`src/rtl/lamp_fpu_sqrt_sched_pkg.sv`:
```
// lamp_fpu_sqrt_sched_pkg: shared types and constants for the lampFPU sqrt
// scheduler. Provides the FSM state enum, the held-operand and result structs,
// and the qNaN pattern used when the optional watchdog
// (LAMP_SQRT_WATCHDOG_EN) aborts an operation.
package lamp_fpu_sqrt_sched_pkg;

  typedef enum logic [1:0] {
    IDLE,
    ISSUE,
    WAIT,
    RESP
  } lampSqrtSchedState_t;

  typedef struct packed {
    logic       inv;
    logic       sign;
    logic [7:0] exp;
    logic [7:0] mant;
    logic       isInf;
    logic       isZero;
    logic       isSNAN;
    logic       isQNAN;
  } lampSqrtOp_t;

  typedef struct packed {
    logic        s;
    logic [7:0]  e;
    logic [11:0] f;
    logic        round;
  } lampSqrtRes_t;

  localparam logic [11:0] SQRT_WDOG_QNAN_F = 12'h800;
  localparam logic [7:0]  SQRT_WDOG_QNAN_E = 8'hFF;

endpackage

```
`src/rtl/lamp_fpu_sqrt_sched_if.sv`:
```
// lamp_fpu_sqrt_sched_if: tagged response channel of the sqrt scheduler.
//   rsp_valid / rsp_ready : valid/ready handshake
//   rsp_id                : index of the requester served (ID_W bits)
//   rsp_s/e/f/round       : result sign, exponent, significand, isToRound
//   rsp_err               : watchdog abort flag
// master = scheduler side, slave = consumer side.
interface lamp_fpu_sqrt_sched_if
  import lamp_fpu_sqrt_sched_pkg::*;
#(
  parameter int unsigned ID_W = 1
);
  logic            rsp_valid;
  logic            rsp_ready;
  logic [ID_W-1:0] rsp_id;
  logic            rsp_s;
  logic [7:0]      rsp_e;
  logic [11:0]     rsp_f;
  logic            rsp_round;
  logic            rsp_err;

  modport master (
    output rsp_valid, rsp_id, rsp_s, rsp_e, rsp_f, rsp_round, rsp_err,
    input  rsp_ready
  );

  modport slave (
    input  rsp_valid, rsp_id, rsp_s, rsp_e, rsp_f, rsp_round, rsp_err,
    output rsp_ready
  );
endinterface

```
`src/rtl/lamp_fpu_sqrt_sched_rr_arb.sv`:
```
// lamp_fpu_rr_arb: combinational round-robin arbiter.
//   req_i  : request vector (NUM_REQ)
//   ptr_i  : index with highest priority; scan proceeds upward with wrap
//   gnt_o  : one-hot grant (zero when no request)
//   idx_o  : index of the granted requester
//   any_o  : at least one request present
module lamp_fpu_rr_arb
  import lamp_fpu_sqrt_sched_pkg::*;
#(
  parameter int unsigned NUM_REQ = 2,
  parameter int unsigned ID_W    = 1
) (
  input  logic [NUM_REQ-1:0] req_i,
  input  logic [ID_W-1:0]    ptr_i,
  output logic [NUM_REQ-1:0] gnt_o,
  output logic [ID_W-1:0]    idx_o,
  output logic               any_o
);

  logic found;

  // Outer loop walks priority distance from the pointer; the first requester
  // at the smallest distance wins.
  always_comb begin
    gnt_o = '0;
    idx_o = '0;
    found = 1'b0;
    for (int unsigned k = 0; k < NUM_REQ; k++) begin
      for (int unsigned i = 0; i < NUM_REQ; i++) begin
        if (!found && req_i[i] &&
            (((i + NUM_REQ - 32'(ptr_i)) % NUM_REQ) == k)) begin
          found    = 1'b1;
          gnt_o[i] = 1'b1;
          idx_o    = ID_W'(i);
        end
      end
    end
    any_o = found;
  end

endmodule

```
`src/rtl/lamp_fpu_sqrt_sched.sv`:
```
// lamp_fpu_sqrt_sched: shares one lampFPU_sqrt datapath between NUM_REQ
// requesters. Round-robin grant in IDLE, one doSqrt pulse in ISSUE, operands
// held through WAIT, tagged result returned on the rsp interface in RESP.
// Ports:
//   clk, rst (async, active-low)
//   req_*  : per-requester valid/ready and operand fields (packed vectors)
//   sq_*   : datapath operand/doSqrt outputs and result inputs
//   rsp    : response channel (lamp_fpu_sqrt_sched_if.master)
//   busy_o : FSM not in IDLE
// Optional feature macro: LAMP_SQRT_WATCHDOG_EN (WAIT time limit of MAX_LAT
// cycles, aborts with a qNaN result and rsp_err=1).
module lamp_fpu_sqrt_sched
  import lamp_fpu_sqrt_sched_pkg::*;
#(
  parameter int unsigned NUM_REQ = 2,
  parameter int unsigned ID_W    = (NUM_REQ > 2) ? $clog2(NUM_REQ) : 1,
  parameter int unsigned MAX_LAT = 32
) (
  input  logic                   clk,
  input  logic                   rst,
  input  logic [NUM_REQ-1:0]     req_valid_i,
  output logic [NUM_REQ-1:0]     req_ready_o,
  input  logic [NUM_REQ-1:0]     req_inv_i,
  input  logic [NUM_REQ-1:0]     req_sign_i,
  input  logic [NUM_REQ*8-1:0]   req_exp_i,
  input  logic [NUM_REQ*8-1:0]   req_mant_i,
  input  logic [NUM_REQ*4-1:0]   req_flags_i,
  output logic                   sq_do_o,
  output logic                   sq_inv_o,
  output logic                   sq_sign_o,
  output logic                   sq_isInf_o,
  output logic                   sq_isZero_o,
  output logic                   sq_isSNAN_o,
  output logic                   sq_isQNAN_o,
  output logic [7:0]             sq_exp_o,
  output logic [7:0]             sq_mant_o,
  input  logic                   sq_valid_i,
  input  logic                   sq_s_i,
  input  logic [7:0]             sq_e_i,
  input  logic [11:0]            sq_f_i,
  input  logic                   sq_round_i,
  lamp_fpu_sqrt_sched_if.master  rsp,
  output logic                   busy_o
);

  lampSqrtSchedState_t state_q, state_d;
  logic [ID_W-1:0]     rr_q, rr_d;
  logic [ID_W-1:0]     id_q, id_d;
  lampSqrtOp_t         op_q, op_d, sel_op;
  lampSqrtRes_t        res_q, res_d;

  logic [NUM_REQ-1:0]  gnt;
  logic [ID_W-1:0]     gnt_idx;
  logic                gnt_any;
  logic                wd_fire;
  logic                rsp_err_w;

  lamp_fpu_rr_arb #(
    .NUM_REQ (NUM_REQ),
    .ID_W    (ID_W)
  ) u_arb (
    .req_i (req_valid_i),
    .ptr_i (rr_q),
    .gnt_o (gnt),
    .idx_o (gnt_idx),
    .any_o (gnt_any)
  );

  always_comb begin
    sel_op = '0;
    for (int unsigned i = 0; i < NUM_REQ; i++) begin
      if (gnt[i]) begin
        sel_op.inv    = req_inv_i[i];
        sel_op.sign   = req_sign_i[i];
        sel_op.exp    = req_exp_i[8*i +: 8];
        sel_op.mant   = req_mant_i[8*i +: 8];
        sel_op.isInf  = req_flags_i[4*i + 3];
        sel_op.isZero = req_flags_i[4*i + 2];
        sel_op.isSNAN = req_flags_i[4*i + 1];
        sel_op.isQNAN = req_flags_i[4*i];
      end
    end
  end

  // State register
  always_ff @(posedge clk or negedge rst) begin
    if (!rst) begin
      state_q <= IDLE;
      rr_q    <= '0;
      id_q    <= '0;
      op_q    <= '0;
      res_q   <= '0;
    end else begin
      state_q <= state_d;
      rr_q    <= rr_d;
      id_q    <= id_d;
      op_q    <= op_d;
      res_q   <= res_d;
    end
  end

  // Next-state logic; sq_valid_i only has effect in WAIT
  always_comb begin
    state_d = state_q;
    rr_d    = rr_q;
    id_d    = id_q;
    op_d    = op_q;
    res_d   = res_q;
    case (state_q)
      IDLE: begin
        if (gnt_any) begin
          state_d = ISSUE;
          id_d    = gnt_idx;
          op_d    = sel_op;
          rr_d    = (gnt_idx == ID_W'(NUM_REQ - 1)) ? '0 : gnt_idx + ID_W'(1);
        end
      end
      ISSUE: state_d = WAIT;
      WAIT: begin
        if (sq_valid_i) begin
          res_d.s     = sq_s_i;
          res_d.e     = sq_e_i;
          res_d.f     = sq_f_i;
          res_d.round = sq_round_i;
          state_d     = RESP;
        end else if (wd_fire) begin
          res_d.s     = 1'b0;
          res_d.e     = SQRT_WDOG_QNAN_E;
          res_d.f     = SQRT_WDOG_QNAN_F;
          res_d.round = 1'b0;
          state_d     = RESP;
        end
      end
      RESP: begin
        if (rsp.rsp_ready) state_d = IDLE;
      end
      default: state_d = IDLE;
    endcase
  end

  // Outputs; ready is also gated by rst so nothing is granted during reset
  always_comb begin
    req_ready_o   = (state_q == IDLE && rst) ? gnt : '0;
    sq_do_o       = (state_q == ISSUE);
    busy_o        = (state_q != IDLE);
    rsp.rsp_valid = (state_q == RESP);
    rsp.rsp_id    = id_q;
    rsp.rsp_s     = res_q.s;
    rsp.rsp_e     = res_q.e;
    rsp.rsp_f     = res_q.f;
    rsp.rsp_round = res_q.round;
    rsp.rsp_err   = rsp_err_w;
  end

  assign sq_inv_o    = op_q.inv;
  assign sq_sign_o   = op_q.sign;
  assign sq_exp_o    = op_q.exp;
  assign sq_mant_o   = op_q.mant;
  assign sq_isInf_o  = op_q.isInf;
  assign sq_isZero_o = op_q.isZero;
  assign sq_isSNAN_o = op_q.isSNAN;
  assign sq_isQNAN_o = op_q.isQNAN;

`ifdef LAMP_SQRT_WATCHDOG_EN
  localparam int unsigned CNT_W = $clog2(MAX_LAT + 1);

  logic [CNT_W-1:0] wd_cnt_q, wd_cnt_d;
  logic             err_q, err_d;

  // Counter is zero outside WAIT, so it starts cleared on every WAIT entry.
  // A valid result in the limit cycle takes priority over the abort.
  always_comb begin
    wd_cnt_d = (state_q == WAIT) ? wd_cnt_q + CNT_W'(1) : '0;
    wd_fire  = (state_q == WAIT) && (wd_cnt_q == CNT_W'(MAX_LAT - 1));
    err_d    = err_q;
    if (state_q == WAIT && sq_valid_i)          err_d = 1'b0;
    else if (wd_fire)                           err_d = 1'b1;
    else if (state_q == RESP && rsp.rsp_ready)  err_d = 1'b0;
  end

  always_ff @(posedge clk or negedge rst) begin
    if (!rst) begin
      wd_cnt_q <= '0;
      err_q    <= 1'b0;
    end else begin
      wd_cnt_q <= wd_cnt_d;
      err_q    <= err_d;
    end
  end

  assign rsp_err_w = err_q;
`else
  logic [31:0] unused_max_lat;
  assign unused_max_lat = 32'(MAX_LAT);
  assign wd_fire        = 1'b0;
  assign rsp_err_w      = 1'b0;
`endif

endmodule
```
`src/flat_wrapper.sv`:
```
// flat-port wrapper written by rule: the top's interface ports become plain ports
module lamp_fpu_sqrt_sched_flat import lamp_fpu_sqrt_sched_pkg::*;
#(
  parameter int unsigned NUM_REQ = 2,
  parameter int unsigned ID_W    = (NUM_REQ > 2) ? $clog2(NUM_REQ) : 1,
  parameter int unsigned MAX_LAT = 32
)
  (clk, rst, req_valid_i, req_ready_o, req_inv_i, req_sign_i, req_exp_i, req_mant_i, req_flags_i, sq_do_o, sq_inv_o, sq_sign_o, sq_isInf_o, sq_isZero_o, sq_isSNAN_o, sq_isQNAN_o, sq_exp_o, sq_mant_o, sq_valid_i, sq_s_i, sq_e_i, sq_f_i, sq_round_i, busy_o, rsp_rsp_valid, rsp_rsp_id, rsp_rsp_s, rsp_rsp_e, rsp_rsp_f, rsp_rsp_round, rsp_rsp_err, rsp_rsp_ready);
  lamp_fpu_sqrt_sched_if #(.ID_W(ID_W)) rsp_i ();
  input  logic clk;
  input  logic rst;
  input  logic [NUM_REQ-1:0] req_valid_i;
  output logic [NUM_REQ-1:0] req_ready_o;
  input  logic [NUM_REQ-1:0] req_inv_i;
  input  logic [NUM_REQ-1:0] req_sign_i;
  input  logic [NUM_REQ*8-1:0] req_exp_i;
  input  logic [NUM_REQ*8-1:0] req_mant_i;
  input  logic [NUM_REQ*4-1:0] req_flags_i;
  output logic sq_do_o;
  output logic sq_inv_o;
  output logic sq_sign_o;
  output logic sq_isInf_o;
  output logic sq_isZero_o;
  output logic sq_isSNAN_o;
  output logic sq_isQNAN_o;
  output logic [7:0] sq_exp_o;
  output logic [7:0] sq_mant_o;
  input  logic sq_valid_i;
  input  logic sq_s_i;
  input  logic [7:0] sq_e_i;
  input  logic [11:0] sq_f_i;
  input  logic sq_round_i;
  output logic busy_o;
  output wire logic [$bits(rsp_i.rsp_valid)-1:0] rsp_rsp_valid;
  output wire logic [$bits(rsp_i.rsp_id)-1:0] rsp_rsp_id;
  output wire logic [$bits(rsp_i.rsp_s)-1:0] rsp_rsp_s;
  output wire logic [$bits(rsp_i.rsp_e)-1:0] rsp_rsp_e;
  output wire logic [$bits(rsp_i.rsp_f)-1:0] rsp_rsp_f;
  output wire logic [$bits(rsp_i.rsp_round)-1:0] rsp_rsp_round;
  output wire logic [$bits(rsp_i.rsp_err)-1:0] rsp_rsp_err;
  input wire logic [$bits(rsp_i.rsp_ready)-1:0] rsp_rsp_ready;
  assign rsp_rsp_valid = rsp_i.rsp_valid;
  assign rsp_rsp_id = rsp_i.rsp_id;
  assign rsp_rsp_s = rsp_i.rsp_s;
  assign rsp_rsp_e = rsp_i.rsp_e;
  assign rsp_rsp_f = rsp_i.rsp_f;
  assign rsp_rsp_round = rsp_i.rsp_round;
  assign rsp_rsp_err = rsp_i.rsp_err;
  assign rsp_i.rsp_ready = rsp_rsp_ready;
  lamp_fpu_sqrt_sched #(.NUM_REQ(NUM_REQ), .ID_W(ID_W), .MAX_LAT(MAX_LAT)) u_core (.clk(clk), .rst(rst), .req_valid_i(req_valid_i), .req_ready_o(req_ready_o), .req_inv_i(req_inv_i), .req_sign_i(req_sign_i), .req_exp_i(req_exp_i), .req_mant_i(req_mant_i), .req_flags_i(req_flags_i), .sq_do_o(sq_do_o), .sq_inv_o(sq_inv_o), .sq_sign_o(sq_sign_o), .sq_isInf_o(sq_isInf_o), .sq_isZero_o(sq_isZero_o), .sq_isSNAN_o(sq_isSNAN_o), .sq_isQNAN_o(sq_isQNAN_o), .sq_exp_o(sq_exp_o), .sq_mant_o(sq_mant_o), .sq_valid_i(sq_valid_i), .sq_s_i(sq_s_i), .sq_e_i(sq_e_i), .sq_f_i(sq_f_i), .sq_round_i(sq_round_i), .rsp(rsp_i), .busy_o(busy_o));
endmodule
```
`config.mk`:
```
export PLATFORM = sky130hd
export DESIGN_NAME = lamp_fpu_sqrt_sched_flat
export DESIGN_NICKNAME = d
export VERILOG_FILES = /design/src/rtl/lamp_fpu_sqrt_sched_pkg.sv /design/src/rtl/lamp_fpu_sqrt_sched_if.sv /design/src/rtl/lamp_fpu_sqrt_sched_rr_arb.sv /design/src/rtl/lamp_fpu_sqrt_sched.sv /design/src/flat_wrapper.sv
export SDC_FILE = /design/constraint.sdc
export NUM_CORES = 1
export LEC_CHECK = 0
export ABC_AREA = 1
export CORE_MARGIN = 2
export CORE_UTILIZATION = 39
export DETAILED_ROUTE_END_ITERATION = 10
export GPL_TIMING_DRIVEN = 0
export PLACE_DENSITY = 0.77
export SETUP_SLACK_MARGIN = 0.05
export SYNTH_ARGS = -nofsm -noshare
export SYNTH_HDL_FRONTEND = slang
export SYNTH_SLANG_ARGS = --single-unit
```
`constraint.sdc`:
```
create_clock -name clk -period 2.2 [get_ports clk]
set_clock_uncertainty 0.2 [all_clocks]
set_input_delay 0.66 -clock clk [delete_from_list [all_inputs] [get_ports clk]]
set_output_delay 0.66 -clock clk [all_outputs]
set_load 0.02 [all_outputs]
```
-- Word-level counts from Yosys, hierarchy flattened
Index checks and enable logic that the tools add are counted.
- bits in registers: 48
- input bits: 72
- output and inout bits: 51
- word-level logic and storage cells: 59
- eq/ne operators: 6
- $add $sub $neg: 3
- mux-type cells: 17
- reductions and logical operators: 18
- operator list (operator ; number):
    $logic_not 32->1 ; 2
    $mux 22 ; 2
    $mux 1 ; 10
    $logic_and 1x1->1 ; 8
    $mux 2 ; 4
    $pmux 2 s4 ; 1
    $eq 2x2->1 const B ; 2
    $ne 2x1->1 const B ; 2
    $reduce_and 2->1 ; 2
    $logic_not 1->1 ; 3
    $reduce_and 3->1 ; 1
    $eq 2x1->1 const B ; 1
    $logic_not 2->1 ; 1
    $ne 2x2->1 const B ; 1
    $reduce_bool 2->1 ; 1
    $sub 1x1->1 const A ; 2
    $add 1x1->1 const B ; 1

-- Logic depth before layout (Yosys ltp)
- depth after elaboration: 18
- depth in mapped cells: 8
- mapped depth without buffers: 8

-- Cells and area by module
From an unflattened synthesis, not the netlist that was laid out.
- cell total of the unflattened synthesis: 262
- area total of the unflattened synthesis: 2379.8 sq um
- modules (own cells, without submodules) (module ; times used ; cells each ; sequential area each (sq um) ; area each (sq um)):
    lamp_fpu_sqrt_sched ; 1 ; 255 ; 1201.2 ; 2349.8
    lamp_fpu_rr_arb ; 1 ; 7 ; 0.0 ; 30.0

-- Worst setup path before layout
No wires, ideal clock.
- path type: input to output
- start: input req_valid_i[1]
- end: output req_ready_o[1]
- stages: 5
- data arrival time: 1.346 ns
- setup slack: -0.006 ns
- data required time: 1.340 ns
- cell sequence: inv_2 -> o21ai_4 -> buf_6 -> nand2_2 -> nor2_1
- word-level cells in the longest chain between the ends: 12
- elaborated cells between the ends (all ways): 13
- classes of those cells: 5 x mux; 8 x reduce/logical
- ends and longest elaborated chain (item ; line ; source):
    start: declaration ; flat_wrapper.sv:12 ; input logic [NUM_REQ-1:0] req_valid_i;
    $logic_and 1x1->1 (2 in a row) ; lamp_fpu_sqrt_sched_rr_arb.sv:30 ; if (!found && req_i[i] &&
    $mux 1 ; lamp_fpu_sqrt_sched_rr_arb.sv:30 ;
    $logic_not 1->1 ; lamp_fpu_sqrt_sched_rr_arb.sv:30 ;
    $logic_and 1x1->1 (2 in a row) ; lamp_fpu_sqrt_sched_rr_arb.sv:30 ;
    $mux 1 ; lamp_fpu_sqrt_sched_rr_arb.sv:30 ;
    $logic_not 1->1 ; lamp_fpu_sqrt_sched_rr_arb.sv:30 ;
    $logic_and 1x1->1 (2 in a row) ; lamp_fpu_sqrt_sched_rr_arb.sv:30 ;
    $mux 1 (*) ; lamp_fpu_sqrt_sched_rr_arb.sv:30 ;
    $mux 2 (*) ; lamp_fpu_sqrt_sched.sv:143 ; req_ready_o = (state_q == IDLE && rst) ? gnt : '0;
    end: declaration ; flat_wrapper.sv:13 ; output logic [NUM_REQ-1:0] req_ready_o;
Every way passes the cells marked *; elsewhere a longest branch is shown, timed or not.

-- Worst setup path after layout
Ends and elaborated chain as after synthesis.

==> flow_summary.json <==
{
  "cp.arrival_ns": 1.39,
  "worstSetupPathDepth": 7,
  "synth_nets": 286,
  "synth-seq-area-share_pct": 51.4,
  "syn_to_final_growth_pct": 70.3,
  "power_density_nw_per_um2": 1320,
  "die_h_microns": 81.4,
  "fin_ws_ns": -0.0461,
  "fillers": 464,
  "r2r_slack_ns": 0.32,
  "die_area_sq_um": 6630,
  "drcViolationCount": 0,
  "drv_slew": 0,
  "r2r-start": "u_core.state_q[0]$_DFFE_PN0P_",
  "syn_area_per_cell_sq_um": 11.1,
  "relSlewSlack_pct": 44.0,
  "synth_top_cell_by_area": "dfrtp_1",
  "fmax_ghz": 0.445,
  "coreArea_sq_um": 5850,
  "sw_frac_of_total_pct": 40.3,
  "irDropWorstVdd_uv": 891,
  "synth_cell_types": 19,
  "cts_root_buf": "clkbuf_8",
  "worstMarginPinSlew_ns": 0.837,
  "totalWireLength_microns": 6510,
  "crit_required_ns": 1.34,
  "start_kind": "input port",
  "multi_input_area_sq_um": 1020,
  "die_w_microns": 81.4,
  "cts-htree-levels": 2,
  "cts_tree": "yes",
  "antenna_left": 0,
  "num_vias": 2025,
  "reg2reg_depth": 7,
  "startpoint": "req_valid_i[1]",
  "ys_ff_latch": 48,
  "clkPwrFrac_pct": 10.2,
  "numCtsBuffers": 5,
  "drtIter0Drc": 81,
  "pin_count": 123,
  "drive_gt1_share_pct": 29.5,
  "path_cells": "buf_2, inv_4, o21ai_4, buf_6, nand2_4, nor2_4, buf_6",
  "p_leak_nw": 2.21,
  "synth_area_leaders": "dfrtp_1 (51%), mux2_4 (13%), nand3_1 (7.7%), nand2_1 (7.1%), nand3_2 (5.1%)",
  "clockBufferDepth": 2,
  "initial_utilization_pct": 39.9,
  "comb_power_share_pct": 59.9,
  "clkTransAtPathRegs_ns": 0.09,
  "yosys.area.top_type_share_pct": 51.4,
  "utilization_pct": 68.0,
  "antenna_cells": 0,
  "p_int_mw": 3.13,
  "path_common_cell": "buf_6",
  "avgViaCountPerCell": 4.70,
  "grt-ovfl-total": 0,
  "cp_num_buf_inv": 4,
  "routabilityCongestion": 0.766,
  "seqPwrFrac_pct": 29.8,
  "rsz0062_at_grt": "true",
  "rows": 28,
  "first_pass_iters": 4,
  "grt_pass1_vias": 2061,
  "hold_viol": 0,
  "max_cap_violations": 0,
  "crit_fanout": 3,
  "seq_area_sq_um": 1200,
  "status": "finished with violations",
  "path_class": "input port to output port",
  "final-setup-viol-count": 2,
  "clkSinkCount": 48,
  "regToRegEndpoint": "u_core.rsp.rsp_f[2]$_DFFE_PN0P_",
  "syn_area_sq_um": 2340,
  "syn_inst": 210,
  "yosys_warnings": 0,
  "p_switching_mw": 2.12,
  "period_needed_ns": 2.25,
  "wl_per_cell_microns": 15.1,
  "grt_pass1_wl_microns": 10100,
  "track_usage_pct": 20.1,
  "crit_end": "req_ready_o[1]",
  "final.period_utilization_pct": 102,
  "fin_nets": 431,
  "crit_path_top_delay_cell": "buf_2",
  "portBuffers": 121,
  "antenna_found_initial": 0,
  "critical_path.top_delay_family": "buffers and inverters",
  "grt_max_degree": 19,
  "clkLatencyLatePin_ns": 0.30,
  "worstSetupEndpointType": "output port",
  "slowest_delay_ns": 0.14,
  "dpl.hpwl_microns": 4630,
  "violations": "negative setup slack",
  "min_path_type": "input port to asynchronous set/reset pin",
  "hold_ws_ns": 0.0556
}
[cell usage after synthesis (all sizes together)]
library cell and instances:
nand4 1, conb 1, ha 4, nand3 48
o21ai 1, inv 10, dfrtp 48, or2 1
nor2 2, buf 12, mux2 22, nand2 60
[cell families (layout without fill, tap and decap cells)]
logic type / count (synthesis) / in the layout / synth area share (%)
flops: 48 / 48 / 51.4
other cells: 1 / 1 / 0.160
compound gates: 1 / 1 / 0.696
mux: 22 / 22 / 13.8
fa+ha+maj: 4 / 4 / 2.14
buf+inv: 22 / 168 / 6.53
simple gates: 112 / 112 / 25.3
[power groups by stage]
stage          Sequential, mW  Clock [mW]  Combinational (mW)
4_1_cts                  1.57       0.555                3.16
6_report                 1.57       0.536                3.14
5_1_grt                  1.62       0.586                3.39
3_5_place_dp             1.60           0                3.05
3_3_place_gp             1.58           0                3.00
2_1_floorplan            2.09           0                1.24
[cell type report]
class,count,area share [%]
Tap cell,75,2.36
Inverter,10,1.01
Timing Repair Buffer,139,35.7
Sequential cell,48,30.2
Clock inverter,3,0.597
Clock buffer,5,1.73
Multi-Input combinational cell,140,25.5
Buffer,11,2.95
[registers in the layout, summed over array words and instances (netlist names)]
register / count
u_core.rr_q: 1
u_core.rsp.rsp_e: 8
u_core.rsp.rsp_f: 12
u_core.rsp.rsp_id: 1
u_core.rsp.rsp_round: 1
u_core.rsp.rsp_s: 1
u_core.sq_exp_o: 8
u_core.sq_inv_o: 1
u_core.sq_isInf_o: 1
u_core.sq_isQNAN_o: 1
u_core.sq_isSNAN_o: 1
u_core.sq_isZero_o: 1
u_core.sq_mant_o: 8
u_core.sq_sign_o: 1
u_core.state_q: 2
[worst register-to-register path: cells and delay by family (launching register included)]
family,cells,cell delay [ns]
flops,1,0.39
fa+ha+maj,1,0.23
mux,1,0.31
buf+inv,4,0.52
simple gates,1,0.13
[layer usage]
| metal | GRT usage (%) | up-vias | routed length (microns) |
|---|---|---|---|
| li1 | - | 982 | - |
| met1 | 25.1 | 972 | 2690 |
| met2 | 33.9 | 58 | 3300 |
| met3 | 3.41 | 13 | 343 |
| met4 | 9.66 | 0 | 180 |
| met5 | 0 | - | 0 |
[through the flow]
stage | instances | power, mW | TNS, ns | worst slack (ns) | cell area, sq um
detailed placement | 407 | 4.65 | -2.26 | -1.07 | 3660
finish | 431 | 5.25 | -0.0462 | -0.0461 | 3980
floorplan | 210 | 3.33 | 0 | 0.0803 | 2340
CTS | 428 | 5.28 | -0.192 | -0.123 | 3880
global placement | 406 | 4.58 | -62.59 | -2.53 | 3640
global route | 431 | 5.59 | -0.289 | -0.0903 | 3980
[what timing repair did]
item	in CTS	in global routing
setup buffers	11	4
gates cloned	1	0
endpoints found under the hold margin	18	0
pin swaps	1	4
gates resized for setup	59	36
hold buffers	1	0
endpoints found under the setup margin	22	31
[how the worst min path moves through the flow]
stage / endpoint / depth (start not counted) / from / slack [ns]
final: u_core.rr_q$_DFFE_PN0P_ / 2 / rst / 0.06
after global placement: u_core.rsp.rsp_id$_DFFE_PN0P_ / 2 / u_core.rsp.rsp_id$_DFFE_PN0P_ / 0.26
after CTS: u_core.sq_inv_o$_DFFE_PN0P_ / 2 / rst / 0.05
after global routing: u_core.rr_q$_DFFE_PN0P_ / 2 / rst / 0.05
after floorplan: u_core.rr_q$_DFFE_PN0P_ / 0 / rst / 0.16
after detailed placement: u_core.rsp.rsp_id$_DFFE_PN0P_ / 2 / u_core.rsp.rsp_id$_DFFE_PN0P_ / 0.26
[cell usage in the layout (no fill, tap or decap), types with 10 or more instances in the layout]
master	netlist	layout
buf_4	2	17
buf_6	8	10
clkdlybuf4s50_1	0	68
dfrtp_1	48	48
dlygate4sd2_1	0	17
dlymetal6s2s_1	0	28
mux2_4	20	20
nand2_1	44	44
nand2_2	15	13
nand3_1	36	36
nand3_2	12	12
Note: power is estimated with default switching activity, not from simulation.
